===== src/rtl/bcd_conv_arbiter.sv =====
// Round-robin arbiter sharing one binary-to-BCD converter between NUM_REQ
// requesters, with a WAIT timeout so a stuck converter cannot hang anyone.
module bcd_conv_arbiter #(
    parameter int unsigned NUM_REQ        = 4,
    parameter int unsigned BIN_WIDTH      = 8,
    parameter int unsigned DEC_DIGITS     = 2,
    parameter int unsigned TIMEOUT_CYCLES = 64
) (
    input  logic                           Clk,
    input  logic                           Rst_n,
    input  logic [NUM_REQ-1:0]             Req,
    input  logic [NUM_REQ*BIN_WIDTH-1:0]   ReqData,
    output logic [NUM_REQ-1:0]             Ack,
    output logic [NUM_REQ-1:0]             RespValid,
    output logic [DEC_DIGITS*4-1:0]        RespBCD,
    output logic                           RespErr,
    output logic                           Busy,
    output logic [BIN_WIDTH-1:0]           ConvDataBin,
    output logic                           ConvStart,
    input  logic [DEC_DIGITS*4-1:0]        ConvDataBCD,
    input  logic                           ConvDone
);

    localparam int unsigned BCD_W = DEC_DIGITS * 4;
    localparam int unsigned GNT_W = $clog2(NUM_REQ);
    localparam int unsigned CNT_W = $clog2(TIMEOUT_CYCLES);

    typedef enum logic [1:0] {
        S_IDLE  = 2'd0,
        S_START = 2'd1,
        S_WAIT  = 2'd2,
        S_RESP  = 2'd3
    } state_t;

    state_t             state_q, state_d;
    logic [GNT_W-1:0]   grant_q, grant_d;
    logic [GNT_W-1:0]   last_grant_q;
    logic [CNT_W-1:0]   cnt_q, cnt_d;
    logic               done_q;

    logic               arb_valid;
    logic [GNT_W-1:0]   arb_idx;
    logic               done_edge;
    logic               timeout_hit;

    logic [NUM_REQ-1:0]   ack_d;
    logic [NUM_REQ-1:0]   resp_valid_d;
    logic [BCD_W-1:0]     resp_bcd_d;
    logic                 resp_err_d;
    logic                 busy_d;
    logic [BIN_WIDTH-1:0] conv_bin_d;
    logic                 conv_start_d;

    // Only a fresh rising edge of Done counts; a level left over from the
    // previous conversion is ignored.
    assign done_edge   = ConvDone & ~done_q;
    assign timeout_hit = (cnt_q == CNT_W'(TIMEOUT_CYCLES - 1));

    // Circular search for the first request after the last served requester.
    always_comb begin
        int unsigned idx;
        idx       = 0;
        arb_valid = 1'b0;
        arb_idx   = '0;
        for (int unsigned off = 1; off <= NUM_REQ; off++) begin
            idx = 32'(last_grant_q) + off;
            if (idx >= NUM_REQ) begin
                idx = idx - NUM_REQ;
            end
            if (!arb_valid && Req[GNT_W'(idx)]) begin
                arb_valid = 1'b1;
                arb_idx   = GNT_W'(idx);
            end
        end
    end

    // State, grant, timeout counter and Done history registers.
    always_ff @(posedge Clk or negedge Rst_n) begin
        if (!Rst_n) begin
            state_q      <= S_IDLE;
            grant_q      <= '0;
            last_grant_q <= GNT_W'(NUM_REQ - 1);
            cnt_q        <= '0;
            done_q       <= 1'b0;
        end else begin
            state_q <= state_d;
            grant_q <= grant_d;
            cnt_q   <= cnt_d;
            done_q  <= ConvDone;
            if (state_q == S_RESP) begin
                last_grant_q <= grant_q;
            end
        end
    end

    // Next-state logic: arbitrate, pulse start, wait for Done or timeout, respond.
    always_comb begin
        state_d = state_q;
        grant_d = grant_q;
        cnt_d   = cnt_q;
        case (state_q)
            S_IDLE: begin
                if (arb_valid) begin
                    grant_d = arb_idx;
                    state_d = S_START;
                end
            end
            S_START: begin
                cnt_d   = '0;
                state_d = S_WAIT;
            end
            S_WAIT: begin
                if (done_edge || timeout_hit) begin
                    state_d = S_RESP;
                end else begin
                    cnt_d = cnt_q + CNT_W'(1);
                end
            end
            S_RESP: begin
                state_d = S_IDLE;
            end
            default: begin
                state_d = S_IDLE;
            end
        endcase
    end

    // Output values for the coming cycle, decoded from the transition being taken.
    always_comb begin
        ack_d        = '0;
        resp_valid_d = '0;
        resp_bcd_d   = '0;
        resp_err_d   = 1'b0;
        conv_start_d = 1'b0;
        conv_bin_d   = ConvDataBin;
        busy_d       = (state_d != S_IDLE);
        case (state_q)
            S_IDLE: begin
                if (arb_valid) begin
                    ack_d[arb_idx] = 1'b1;
                    conv_start_d   = 1'b1;
                    conv_bin_d     = ReqData[32'(arb_idx) * BIN_WIDTH +: BIN_WIDTH];
                end
            end
            S_WAIT: begin
                // A Done edge in the timeout cycle still wins.
                if (done_edge) begin
                    resp_valid_d[grant_q] = 1'b1;
                    resp_bcd_d            = ConvDataBCD;
                end else if (timeout_hit) begin
                    resp_valid_d[grant_q] = 1'b1;
                    resp_err_d            = 1'b1;
                end
            end
            default: begin
            end
        endcase
    end

    // Registered outputs.
    always_ff @(posedge Clk or negedge Rst_n) begin
        if (!Rst_n) begin
            Ack         <= '0;
            RespValid   <= '0;
            RespBCD     <= '0;
            RespErr     <= 1'b0;
            Busy        <= 1'b0;
            ConvDataBin <= '0;
            ConvStart   <= 1'b0;
        end else begin
            Ack         <= ack_d;
            RespValid   <= resp_valid_d;
            RespBCD     <= resp_bcd_d;
            RespErr     <= resp_err_d;
            Busy        <= busy_d;
            ConvDataBin <= conv_bin_d;
            ConvStart   <= conv_start_d;
        end
    end

endmodule

===== config.mk =====
export PLATFORM = sky130hd
export DESIGN_NAME = bcd_conv_arbiter
export DESIGN_NICKNAME = d
export VERILOG_FILES = /design/src/rtl/bcd_conv_arbiter.sv
export SDC_FILE = /design/constraint.sdc
export NUM_CORES = 1
export LEC_CHECK = 0
export CORE_ASPECT_RATIO = 0.75
export CORE_MARGIN = 5
export CORE_UTILIZATION = 65
export DETAILED_ROUTE_END_ITERATION = 12
export DONT_BUFFER_PORTS = 1
export PLACE_DENSITY = 0.81
export SYNTH_ARGS = -nofsm -noshare
export SYNTH_HDL_FRONTEND = slang
export SYNTH_SLANG_ARGS = --single-unit

===== constraint.sdc =====
create_clock -name Clk -period 3.95 [get_ports Clk]
set_input_delay 0.79 -clock Clk [delete_from_list [all_inputs] [get_ports Clk]]
set_output_delay 0.79 -clock Clk [all_outputs]
set_load 0.02 [all_outputs]

Yosys cells after proc, flatten, opt, wreduce, memory -nomap -nowiden
Index checks and enable logic that the tools add are counted.
- register bits: 40
- latch bits: 0
- memory bits (writable): 0
- ROM bits: 0
- input bits: 47
- output and inout port bits: 27
- word-level logic and storage cells: 96
- memories: 0
- $add $sub $neg: 9
- multipliers: 0
- div/mod/pow operators: 0
- magnitude comparators: 12
- equal/unequal tests: 5
- shifts and indexed selects: 1
- mux-type cells: 41
- bitwise gates (word level): 2
- reduce and logical (&&, ||, !) cells: 14
- operator list (operator ; count):
    indexed part select 32 x 6 -> 8 bit ; 1
    two-way mux 2 bit ; 10
    two-way mux 4 bit ; 5
    < comparator 2 x 3 -> 1 bit, second input constant ; 6
    two-way mux 8 bit ; 2
    two-way mux 1 bit ; 15
    case mux 6 bit (2 select lines) ; 1
    greater-or-equal comparator 3 bit, second input constant ; 3
    binary-select mux 1 bit (select 2 bit) ; 4
    case mux 2 bit (4 select lines) ; 1
    subtractor 2 x 1 -> 2 bit, second input constant ; 4
    adder 2 x 2 -> 3 bit, second input constant ; 2
    adder 6 x 1 -> 6 bit, second input constant ; 1
    equality test 6 bit, second input constant ; 1
    two-way mux 6 bit ; 1
    logical AND 1 bit ; 5
    adder 2 x 3 -> 4 bit, second input constant ; 1
    demux 1 bit (select 2 bit) ; 2
    equality test 2 bit, second input constant ; 2
    greater-or-equal comparator 2 x 1 -> 1 bit, second input constant ; 2
    greater-or-equal comparator 4 x 3 -> 1 bit, second input constant ; 1
    AND reduction 2 bit ; 2
    nonzero test 2 bit ; 2
    adder 2 x 1 -> 3 bit, second input constant ; 1
    7 further kinds ; 9

Logic depth before layout (Yosys ltp)
- depth in word-level cells: 21
- depth in mapped cells: 7
- gate-level depth less buffers: 7

Worst setup path before layout
OpenSTA, ideal clock, no wires.
- path kind: input -> register
- start point: input port Req[2]
- end point: register ConvDataBin[0]
- library setup time: 139 ps
- arrival: 1804 ps
- data required time: 3811 ps
- slack: 2007 ps
- cell stages on the path: 6
- path buffers: 1
- cell sequence: and2b_1 -> a21oi_2 -> o221ai_4 -> buf_12 -> mux2i_1 -> o221ai_1
- longest elaborated chain between the ends: 13
- elaborated cells between the ends (all ways): 24
- classes of those cells: 1 x shift; 16 x mux; 7 x reduce/logical
- RTL lines (what ; line ; RTL):
    start: declaration ; 11 ; input logic [NUM_REQ-1:0] Req,
    binary-select mux 1 bit (select 2 bit) ; 70 ; if (!arb_valid && Req[GNT_W'(idx)]) begin
    two-way mux 1 bit (implied by the code) ; 70 ;
    two-way mux 1 bit ; 70 ;
    logical NOT 1 bit ; 70 ;
    logical AND 1 bit ; 70 ;
    two-way mux 1 bit ; 70 ;
    logical NOT 1 bit ; 70 ;
    logical AND 1 bit ; 70 ;
    two-way mux 1 bit ; 70 ;
    logical NOT 1 bit ; 70 ;
    logical AND 1 bit ; 70 ;
    two-way mux 2 bit or two-way mux 1 bit (tied branches) ; 70 ;
    indexed part select 32 x 6 -> 8 bit or AND reduction 2 bit (tied branches) ; - ;
    end signal: assignment ; 176 ; ConvDataBin <= conv_bin_d;
    end: declaration ; 18 ; output logic [BIN_WIDTH-1:0] ConvDataBin,
Several ways; a longest one is shown, not always the timed one. The select of a mux whose other input is x is not followed.
A chain may end at the register's enable or synchronous reset.

Worst setup path after layout
- start point: register state_q[0]
- end point: register cnt_q[5]
- longest elaborated chain between the ends: 3
- elaborated cells between the ends (all ways): 6
- classes of those cells: 3 x eq/ne; 1 x mux; 2 x reduce/logical
- RTL lines (what ; line ; RTL):
    start: declaration ; 35 ; state_t state_q, state_d;
    start signal: assignment ; 86 ; state_q <= state_d;
    equality test 2 bit or equality test 2 x 1 -> 1 bit (tied branches) ; 101 ; case (state_q)
    inequality test 2 bit (no source line) or nonzero test 2 bit (tied branches) ; - ;
    AND reduction 2 bit (no source line) ; - ;
    end signal: assignment ; 88 ; cnt_q <= cnt_d;
    end: declaration ; 38 ; logic [CNT_W-1:0] cnt_q, cnt_d;
Several ways; a longest one is shown, not always the timed one.

==> impl_metrics.tcl <==
set metrics [dict create \
    initial_core_util_pct 70.1 \
    wire_per_inst_um 19.0 \
    gr-total-overflow 0 \
    r2r_start "state_q[0]" \
    crit_fanout 14 \
    portBuffers 0 \
    synth.area.top_cells "dfrtp_1 (51%), mux2i_1 (9.6%), nand2_1 (4.8%), o221ai_1 (3.7%), and3_1 (3.3%)" \
    critical-path-top-delay-family "compound AO/OA/AOI/OAI gates" \
    rows 16 \
    synth_top_area_share_pct 50.5 \
    ctsHtreeMaxLevel 2 \
    synth_top_area_cell "dfrtp_1" \
    synth_cells 173 \
    finalSetupTns_ns 0 \
    path_clk_slew_ns 0.08 \
    yosys_warnings 0 \
    run_status "completed" \
    fin_skew_ns 0.0132 \
    ant_nets 0 \
    route.detailed.drc 0 \
    cts_buffers 5 \
    worstPathCellList "inv_1 -> ha_1 -> inv_1 -> a311oi_1 -> nor2_1 -> o21ai_0 -> o41ai_1" \
    die_w_um 72.1 \
    switchingPower_mw 0.571 \
    layout.nets 226 \
    cts.sinks 40 \
    core_area_mm2 0.00268 \
    crit_path_frequent_cell "inv_1" \
    area_growth_pct 4.19 \
    layout_min_cycle_time_ns 2.08 \
    crit_type "reg -> reg" \
    p_leak_nw 0.970 \
    gp_congestion 0.846 \
    intPower_mw 0.837 \
    swShare_pct 40.6 \
    cts_setup_buffers 0 \
    dp_hpwl_um 3030 \
    cts_tree "done" \
    antenna_cells 0 \
    tightest_slew_ns 0.734 \
    hold_ws_ns 0.178 \
    max_freq_mhz 481 \
    place_ws_ns 1.75 \
    cp-end-kind "register" \
    grt_max_degree 41 \
    setup_viol 0 \
    synth_area_mm2 0.00188 \
    worstPathRequired_ns 4.12 \
    grt_pass1_wl_um 6510 \
    startpoint_type "register" \
    synth_fp_nets 225 \
    setup_ws_ns 1.87 \
    crit_path_start "state_q[0]" \
    die_h_um 56.6 \
    slew_headroom_pct 51.1 \
    combPwrFrac_pct 30.3 \
    clkPwrFrac_pct 18.2 \
    crit_arrival_ns 2.25 \
    cts_buffer_depth 2 \
    grt.total_usage_pct 21.4 \
    cp.buffers_inverters 2 \
    synth-seq-cells 40 \
    drt-initial-drc-count 106 \
    drv_slew 0 \
    power_density_mw_per_mm2 718 \
    cts_resized 0 \
    ir_drop_uv 448 \
    min_path_type "in -> async" \
    vias 1320 \
    hold_buffers 0 \
    root_buffer "clkbuf_8" \
    io_pins 74 \
    post-route-period-util_pct 52.6 \
    drive_above_1_share_pct 8.05 \
    slowest_delay_ns 0.44 \
    totalWireLength_um 3990 \
    p_seq_share_pct 51.5 \
    synth_cell_type_count 35 \
    grt_pass1_vias 1290 \
    clk_latency_ns 0.30 \
    syn_area_per_cell_um2 10.9 \
    max_cap_violations 0 \
    rsz0062_at_grt "false" \
    first_pass_iters 6 \
    die_area_mm2 0.00408 \
    hold_violations 0 \
    crit_slowest_cell "a311oi_1" \
    synth-seq-area-share_pct 53.3 \
    via_per_inst 6.29 \
    antenna_found_initial 0 \
]
==> synthesized netlist by cell type, drive strengths merged <==
cell,instances
dfrtp,38
nand2,24
mux2i,18
nor2,15
and3,11
o21ai,10
o221ai,9
inv,6
ha,5
a21oi,4
nand3,4
buf,3
clkbuf,3
nand2b,3
nor2b,3
and2,2
dfstp,2
a311o,1
a311oi,1
a31oi,1
and2b,1
mux2,1
nand3b,1
o211ai,1
o2bb2ai,1
o31ai,1
o41ai,1
or2,1
or3,1
xnor2,1
==> cell usage in the layout (no fill, tap or decap), types with 5 or more instances in the layout <==
cell type,instances
and3_1,10
clkbuf_8,5
dfrtp_1,38
ha_1,5
inv_1,6
mux2i_1,18
nand2_1,24
nor2_1,15
o21ai_0,10
o221ai_1,8
==> final timing paths <==
check	end	slack (ns)	cells past startpoint
setup / recovery	cnt_q[5]	1.87	7
hold / removal	ConvStart	0.18	0
setup reg to reg	cnt_q[5]	1.87	7
hold reg to reg	RespValid[1]	0.53	1
max in group asynchronous	last_grant_q[1]	3.59	0
min in group Clk	done_q	0.52	0
==> flip-flops by register name, indices dropped and copies added, names as in the netlist <==
signal	cells
ConvDataBin	8
state_q	2
RespValid	4
RespErr	1
Busy	1
Ack	4
grant_q	2
RespBCD	8
ConvStart	1
last_grant_q	2
cnt_q	6
done_q	1
==> area by class of cell <==
class | instances | area (um^2)
fillers | 203 | 722
multi-input cells | 121 | 808
clock inverters | 2 | 12.5
well taps | 36 | 45.0
inverters | 6 | 22.5
flip-flops and latches | 40 | 1000
clock buffers | 5 | 68.8
==> power by group through the flow <==
| stage | registers [mW] | logic (mW) | clock network [mW] |
|---|---|---|---|
| 6_report | 0.725 | 0.427 | 0.256 |
| 3_3_place_gp | 0.729 | 0.400 | 0 |
| 3_5_place_dp | 0.736 | 0.425 | 0 |
| 2_1_floorplan | 0.693 | 0.389 | 0 |
| 4_1_cts | 0.727 | 0.430 | 0.260 |
| 5_1_grt | 0.744 | 0.488 | 0.282 |
==> routing by layer <==
metal / vias up / part of all wire [%] / GRT usage (%)
met5: - / 0 / 0
met1: 639 / 39 / 24.7
met2: 58 / 47 / 33.6
met3: 10 / 11 / 11.4
met4: 0 / 1.9 / 7.77
li1: 613 / - / -
==> per-stage QoR <==
stage,utilization [%],std cells,power [mW],cell area [um^2]
global placement,70.1,203,1.13,1880
CTS,73.1,210,1.42,1960
detailed placement,70.1,203,1.16,1880
finish,73.1,210,1.41,1960
global route,73.1,210,1.52,1960
floorplan,-,173,1.08,1880
==> kinds of logic after synthesis <==
| kind of cell | synth area share [%] |
|---|---|
| AOI/OAI and AO/OA | 12.1 |
| and+or+nand+nor | 16.9 |
| buffers and inverters | 3.72 |
| adders and majority gates | 3.32 |
| DFF | 53.3 |
| muxes | 10.2 |
| xor gates and xnor gates | 0.466 |
Power figures use the tool's default switching activity.
